[config.mk]
export PLATFORM = sky130hd
export DESIGN_NAME = game_controller
export DESIGN_NICKNAME = d
export VERILOG_FILES = /design/src/rtl/game_controller.sv
export SDC_FILE = /design/constraint.sdc
export NUM_CORES = 1
export LEC_CHECK = 0
export ABC_CLOCK_PERIOD_IN_PS = 1700
export CORE_UTILIZATION = 36
export CTS_BUF_LIST = sky130_fd_sc_hd__clkbuf_2 sky130_fd_sc_hd__clkbuf_4 sky130_fd_sc_hd__clkbuf_8
export DETAILED_ROUTE_END_ITERATION = 6
export DONT_BUFFER_PORTS = 1
export SYNTH_ARGS = -nofsm -noshare
export SYNTH_HDL_FRONTEND = slang
export SYNTH_SLANG_ARGS = --single-unit
export TNS_END_PERCENT = 10
[constraint.sdc]
create_clock -name clk -period 1.7 [get_ports clk]
set_input_delay 0.255 -clock clk [delete_from_list [all_inputs] [get_ports clk]]
set_output_delay 0.255 -clock clk [all_outputs]
set_load 0.03 [all_outputs]
[src/rtl/game_controller.sv]
// -----------------------------------------------------------------------------
// game_controller
// Frogger round sequencer. Takes the collision checker's death/win flags and
// decides when frog and cars may move, tracks lives and levels, runs the
// post-death and post-win pause timers, requests frog respawns and ends the
// game when the last life is lost.
//
// Ports
//   clk              system clock
//   rst_n            synchronous active-low reset
//   frame_tick       one-cycle pulse per video frame
//   start_btn        debounced start button (level; rising edge starts a game)
//   death_collision  frog overlaps a car
//   win_collision    frog reached the top row
//   move_en          frog/car positions may update this frame
//   frog_respawn     one-cycle pulse: frog mover reloads its start position
//   lives [1:0]      remaining lives
//   level [3:0]      levels cleared, saturating at MAX_LEVEL
//   game_over        high while in GAME_OVER
//   state [2:0]      IDLE=0 PLAY=1 DYING=2 WIN=3 GAME_OVER=4
// -----------------------------------------------------------------------------
module game_controller #(
    parameter int START_LIVES  = 3,
    parameter int DEATH_FRAMES = 60,
    parameter int WIN_FRAMES   = 30,
    parameter int MAX_LEVEL    = 9
) (
    input  logic       clk,
    input  logic       rst_n,
    input  logic       frame_tick,
    input  logic       start_btn,
    input  logic       death_collision,
    input  logic       win_collision,
    output logic       move_en,
    output logic       frog_respawn,
    output logic [1:0] lives,
    output logic [3:0] level,
    output logic       game_over,
    output logic [2:0] state
);

    typedef enum logic [2:0] {
        S_IDLE  = 3'd0,
        S_PLAY  = 3'd1,
        S_DYING = 3'd2,
        S_WIN   = 3'd3,
        S_OVER  = 3'd4
    } state_t;

    localparam logic [1:0] LIVES_INIT = 2'(START_LIVES);
    localparam logic [3:0] LEVEL_MAX  = 4'(MAX_LEVEL);
    localparam logic [7:0] DEATH_LOAD = 8'(DEATH_FRAMES - 1);
    localparam logic [7:0] WIN_LOAD   = 8'(WIN_FRAMES - 1);

    state_t     state_r, state_n;
    logic [1:0] lives_n;
    logic [3:0] level_n;
    logic [7:0] timer_r, timer_n;
    logic       guard_r, guard_n;
    logic       respawn_n;
    logic       start_q;
    logic       start_rise;

    // start_q follows the button even while reset is asserted, so a button
    // held through reset is seen as already pressed and must be released and
    // pressed again before a game starts.
    always_ff @(posedge clk) begin
        start_q <= start_btn;
    end

    assign start_rise = start_btn & ~start_q;

    always_comb begin
        state_n   = state_r;
        lives_n   = lives;
        level_n   = level;
        timer_n   = timer_r;
        guard_n   = guard_r;
        respawn_n = 1'b0;
        case (state_r)
            S_IDLE, S_OVER: begin
                if (start_rise) begin
                    state_n   = S_PLAY;
                    lives_n   = LIVES_INIT;
                    level_n   = 4'd0;
                    timer_n   = 8'd0;
                    respawn_n = 1'b1;
                    guard_n   = 1'b1;
                end
            end
            S_PLAY: begin
                if (frame_tick) begin
                    // First tick after a respawn: frog position is stale, so
                    // collisions are discarded and the guard is dropped.
                    if (guard_r) begin
                        guard_n = 1'b0;
                    end else if (death_collision) begin
                        if (lives > 2'd1) begin
                            lives_n = lives - 2'd1;
                            timer_n = DEATH_LOAD;
                            state_n = S_DYING;
                        end else begin
                            lives_n = 2'd0;
                            state_n = S_OVER;
                        end
                    end else if (win_collision) begin
                        level_n = (level >= LEVEL_MAX) ? LEVEL_MAX : level + 4'd1;
                        timer_n = WIN_LOAD;
                        state_n = S_WIN;
                    end
                end
            end
            S_DYING, S_WIN: begin
                // Timer loaded with FRAMES-1; the tick seen at zero resumes
                // play, giving exactly FRAMES ticks of pause.
                if (frame_tick) begin
                    if (timer_r != 8'd0) begin
                        timer_n = timer_r - 8'd1;
                    end else begin
                        state_n   = S_PLAY;
                        respawn_n = 1'b1;
                        guard_n   = 1'b1;
                    end
                end
            end
            default: begin
                state_n = S_IDLE;
            end
        endcase
    end

    always_ff @(posedge clk) begin
        if (!rst_n) begin
            state_r      <= S_IDLE;
            lives        <= LIVES_INIT;
            level        <= 4'd0;
            timer_r      <= 8'd0;
            guard_r      <= 1'b0;
            move_en      <= 1'b0;
            frog_respawn <= 1'b0;
            game_over    <= 1'b0;
        end else begin
            state_r      <= state_n;
            lives        <= lives_n;
            level        <= level_n;
            timer_r      <= timer_n;
            guard_r      <= guard_n;
            move_en      <= (state_n == S_PLAY);
            frog_respawn <= respawn_n;
            game_over    <= (state_n == S_OVER);
        end
    end

    assign state = state_r;

endmodule

* Yosys cells after proc, flatten, opt, wreduce, memory -nomap -nowiden
Index checks and enable logic that the tools add are counted.
** Operators by class
- $add $sub $neg :: 3
- Multipliers :: 0
- Div/mod/pow operators :: 0
- $lt $le $gt $ge :: 2
- Equal/unequal tests :: 17
- Shift-type cells :: 0
- Muxes and demuxes :: 40
- Bitwise logic cells :: 2
- Reductions and logical operators :: 10
** Operators by type and width (count)
- 2-to-1 mux 8 bit :: 8
- 2-to-1 mux 3 bit :: 8
- 2-to-1 mux 4 bit :: 6
- one-hot mux 8 bit (3 select lines) :: 1
- inequality test 2 bit, second input constant :: 9
- 2-to-1 mux 2 bit :: 5
- AND reduction 5 bit :: 2
- one-hot mux 3 bit (3 select lines) :: 1
- one-hot mux 4 bit (2 select lines) :: 1
- AND reduction 8 bit :: 1
- nonzero test 8 bit :: 1
- subtractor 8 x 1 -> 8 bit, second input constant :: 1
- 2-to-1 mux 1 bit :: 7
- == test 3 x 1 -> 1 bit, second input constant :: 2
- == test 3 x 2 -> 1 bit, second input constant :: 2
- == test 3 bit, second input constant :: 2
- inequality test 3 bit, second input constant :: 2
- AND reduction 6 bit :: 1
- adder 4 x 1 -> 4 bit, second input constant :: 1
- greater-or-equal comparator 4 bit, second input constant :: 1
- one-hot mux 2 bit (2 select lines) :: 1
- OR reduction 2 bit :: 2
- logical NOT 3 bit :: 1
- one-hot mux 1 bit (3 select lines) :: 1
- 7 further kinds :: 7
** Storage, ports and cells
- Register bits after elaboration :: 22
- Latch bits :: 0
- Memory bits (writable) :: 0
- ROM bits :: 0
- Bits of input ports :: 6
- Logic and storage cells :: 83
- Memories :: 0

* Logic depth before layout (Yosys ltp)
- Word-level depth :: 7
- Mapped depth :: 6

* Worst setup path before layout
Ideal clock, no wire load.
- Path kind :: register to register
- Start point :: register state_r[1] (netlist: state[1])
- End point :: register timer_r[6]
- Library setup time :: 0.120 ns
- Arrival time :: 1.830 ns
- Data required time :: 1.580 ns
- Path slack :: -0.250 ns
- Cell stages (with the launch flop) :: 7
- Path buffers :: 2
- Period minus slack after synthesis :: 1.950 ns
- Path through :: dfxtp_1 buf_6 or4b_1 clkbuf_1 o21a_1 and3_1 o31a_1
** On the way
- Cells in the longest elaborated chain, start to end :: 4
- Elaborated cells on any way between the ends :: 17
** RTL lines
- start, declared :: RTL line 55 : state_t state_r, state_n;
- start signal, assigned :: RTL line 143 : state_r <= state_n;
- == test 3 x 2 -> 1 bit, or another cell as far along :: RTL line 80 : case (state_r)
- OR reduction 2 bit :: RTL line 80
- inequality test 2 bit (no source line) / nonzero test 3 bit (equally long branches)
- AND reduction 8 bit (no source line)
- end signal, assigned :: RTL line 146 : timer_r <= timer_n;
- end, declared :: RTL line 58 : logic [7:0] timer_r, timer_n;
Several ways; a longest one is shown, not always the timed one.
A chain may end at the register's enable or synchronous reset.

* Worst setup path in the final report
- Start point :: register timer_r[0]
- End point :: register timer_r[3]
** On the way
- Cells in the longest elaborated chain, start to end :: 4
- Elaborated cells on any way between the ends :: 7
** RTL lines
- subtractor 8 x 1 -> 8 bit :: RTL line 118 : timer_n = timer_r - 8'd1;
- 2-to-1 mux 8 bit :: RTL line 117 : if (timer_r != 8'd0) begin
- 2-to-1 mux 8 bit :: RTL line 116 : if (frame_tick) begin
- one-hot mux 8 bit (3 select lines) :: RTL line 80
Several ways; a longest one is shown, not always the timed one. The select of a mux whose other input is x is not followed.

==> results.toml <==
[routing]
drtIter0Drc = 57
via_per_inst = 5.69
wire_per_inst_um = 15.6
antenna_left = 0
routed.top_layer = "met4"
drtPass1Iterations = 4
num_vias = 1211
wl_um = 3320
met3_length_um = 147
wl_met2_um = 1680
wl_met1_um = 1440
route.detailed.drc = 0

[synth]
synthFlopType = "dfxtp_1"
synth_cells = 137
yosysTopAreaCellShare_pct = 36.1
netlist_top_cells_area = "dfxtp_1 36%, ha_1 4.1%, a21oi_1 3.7%, nor3b_1 3.7%, o211a_1 3.3%"
synth_top_family_by_area = "compound AO/OA/AOI/OAI gates"
synth_edf_count = 0
synth_area_sq_um = 1220
synth_xor_area_share_pct = 0
syn_nets = 147
yosysTopAreaCell = "dfxtp_1"
synth-adder-area-share_pct = 4.10
seq_area_frac_synth_pct = 36.1
async_flop_share_pct = 0
synth_compound_area_share_pct = 29.1
muxShareOfSynthArea_pct = 0.821
synth.distinct_cells = 48
synth_seq_cells = 22
syn_area_per_cell_sq_um = 8.90
yosys_warnings = 0
synth-simple-area-share_pct = 24.3

[timing]
maxSlewHeadroom_pct = 71.9
max_slew.worst_pin.slew_ns = 0.420
fin_ws_ns = 0.0266
setup_tns_ns = 0
rsz0062_at_grt = "yes"
final-setup-viol-count = 0
clock_skew_ns = 0.00238
period_needed_ns = 1.67
post-route-period-util_pct = 98.4
final_hold_viol_count = 0
slew_viol_final = 0
max_freq_mhz = 598

[worst_setup_path]
ff2ff_path_depth = 7
path_buf_inv = 2
r2r_slack_ns = 0.03
path_max_fanout = 4
slowest_stage = "dfxtp_2"
r2r-end = "timer_r[3]"
required_ns = 1.93
crit_type = "flop to flop"
cp-startpoint = "timer_r[0]"
reg2reg_from = "timer_r[0]"
crit_family = "compound AO/OA/AOI/OAI gates"
max_stage_delay_ns = 0.38
startpoint_type = "flop"
cp.arrival_ns = 1.90
end_kind = "flop"
crit_chain = "inv_2 > ha_4 > nor3b_4 > buf_6 > a2111oi_4 > o22ai_1 > a32o_1"

[min_path]
hold_start = "rst_n"
min_path_cells = 1
hold_class = "input pin to flop"
min_to = "state[0]"

[clock_tree]
clk_pin_slew_ns = 0.13
cts_buffer_depth = 2
numCtsBuffers = 3
cts-root-buf = "clkbuf_4"
clk-insertion-delay-late_ns = 0.32
numClockSinks = 22
htree_levels = 1
cts_tree = "yes"

[power]
p_per_area_nw_per_um2 = 795
leakage_nw = 0.689
ir_drop_uv = 402

[flow_run]
drv_cap = 0

[placed_design]
port-buffer-count = 0
hpwlAfterDp_um = 2120
place.gp.congestion = 0.807
post-place-ws_ns = -0.177
placed_area_sq_um = 1450

[die]
dieArea_sq_um = 3630
num_io_pins = 18
core_sq_um = 3130
die_w_um = 60.2
die_h_um = 60.2
fp-row-count = 20
start_util_pct = 39.0

[global_route]
grt_pass1_wl_um = 5090
grt_usage_pct = 18.5
grt_max_degree = 26
grt_overflow = 0
grt_pass1_vias = 1160
antenna_found_initial = 0

[final_layout]
synthToLayoutAreaGrowth_pct = 36.9
final_nets = 180
n_fill_cell = 297
diodes = 0
stdcell_area_sq_um = 1670
drive_gt1_share_pct = 39.1

[outcome]
outcome = "complete, no violations"
final cells by class:
type | count | area [sq um] | share of cell area (%)
clock buffer | 3 | 22.5 | 1.35
sequential | 22 | 454 | 27.2
tap | 44 | 55.1 | 3.30
multi-input combinational | 101 | 811 | 48.5
clock inverter | 1 | 30.0 | 1.80
inverter | 7 | 26.3 | 1.57
timing repair buffer | 35 | 272 | 16.3
cells in the mapped netlist, drive strengths merged, types with 4 or more instances:
cell type	instances
nand2	9
dfxtp	22
o21ai	6
a21oi	9
nor3b	6
nor2b	4
nand3	4
o211a	4
clkbuf	5
inv	7
ha	4
worst reg2reg max path: stages (launching register included):
cell,delay (ns)
dfxtp_2,0.38
inv_2,0.05
ha_4,0.16
nor3b_4,0.15
buf_6,0.13
a2111oi_4,0.35
o22ai_1,0.11
a32o_1,0.26
stage by stage:
step                instances  utilization [%]  hold WS (ns)  power (mW)
CTS                       207             49.6        0.0280        1.26
global route              213             53.4        0.0201        1.38
floorplan                 137                -         0.283       0.734
detailed placement        200             46.3         0.283       0.827
finish                    213             53.4        0.0364        1.33
global placement          200             46.3         0.283       0.823
sequential cells by signal (all words and copies together), names as in the netlist:
name / count
guard_r: 1
lives: 2
game_over: 1
state: 3
start_q: 1
timer_r: 8
level: 4
frog_respawn: 1
move_en: 1
where the power goes:
group          internal, mW  switching (mW)
clock network         0.239           0.174
logic                 0.192           0.160
registers             0.536          0.0269
worst max-delay path by stage:
stage	to	slack [ns]	cells past startpoint
4_1_cts	level[1]	0.01	7
2_1_floorplan	timer_r[6]	-0.15	6
5_1_grt	level[0]	-0.05	4
3_3_place_gp	timer_r[3]	-0.07	7
3_5_place_dp	timer_r[3]	-0.18	7
6_report	timer_r[3]	0.03	7
repair_timing:
| action | in CTS | in global routing |
|---|---|---|
| pin swaps | 1 | 7 |
| endpoints found under the hold margin | 2 | 0 |
| setup buffers | 1 | 6 |
| gates resized for setup | 10 | 18 |
| endpoints found under the setup margin | 9 | 15 |
| hold buffers | 2 | 0 |
layout by cell type, fill, tap and decap left out, types with 3 or more instances in the layout:
| cell | netlist | routed |
|---|---|---|
| buf_4 | 0 | 32 |
| dfxtp_1 | 22 | 15 |
| nand2_1 | 9 | 9 |
| a21oi_1 | 9 | 8 |
| inv_1 | 7 | 5 |
| nor3b_1 | 6 | 5 |
| dfxtp_2 | 0 | 5 |
| nor2b_1 | 4 | 4 |
| nand3_1 | 4 | 4 |
| o211a_1 | 4 | 4 |
| o21ai_0 | 6 | 4 |
| nand2b_1 | 3 | 3 |
| o31a_1 | 3 | 3 |
| o22ai_1 | 3 | 3 |
| and2_1 | 3 | 3 |
| nor2_1 | 3 | 3 |
| ha_1 | 4 | 3 |
| clkbuf_4 | 0 | 3 |
metal layers:
| layer | up-vias | GRT usage, % |
|---|---|---|
| met1 | 597 | 21.3 |
| met4 | 0 | 10.6 |
| met5 | - | 0 |
| li1 | 583 | - |
| met3 | 4 | 4.11 |
| met2 | 27 | 31.2 |
cells by family (layout without fill, tap and decap cells):
logic type | after synthesis | in the layout
AOI/OAI and AO/OA | 47 | 47
adders and majority gates | 4 | 4
buffers and inverters | 14 | 46
DFF | 22 | 22
muxes | 1 | 1
and+or+nand+nor | 49 | 49
Power figures use the tool's default switching activity.
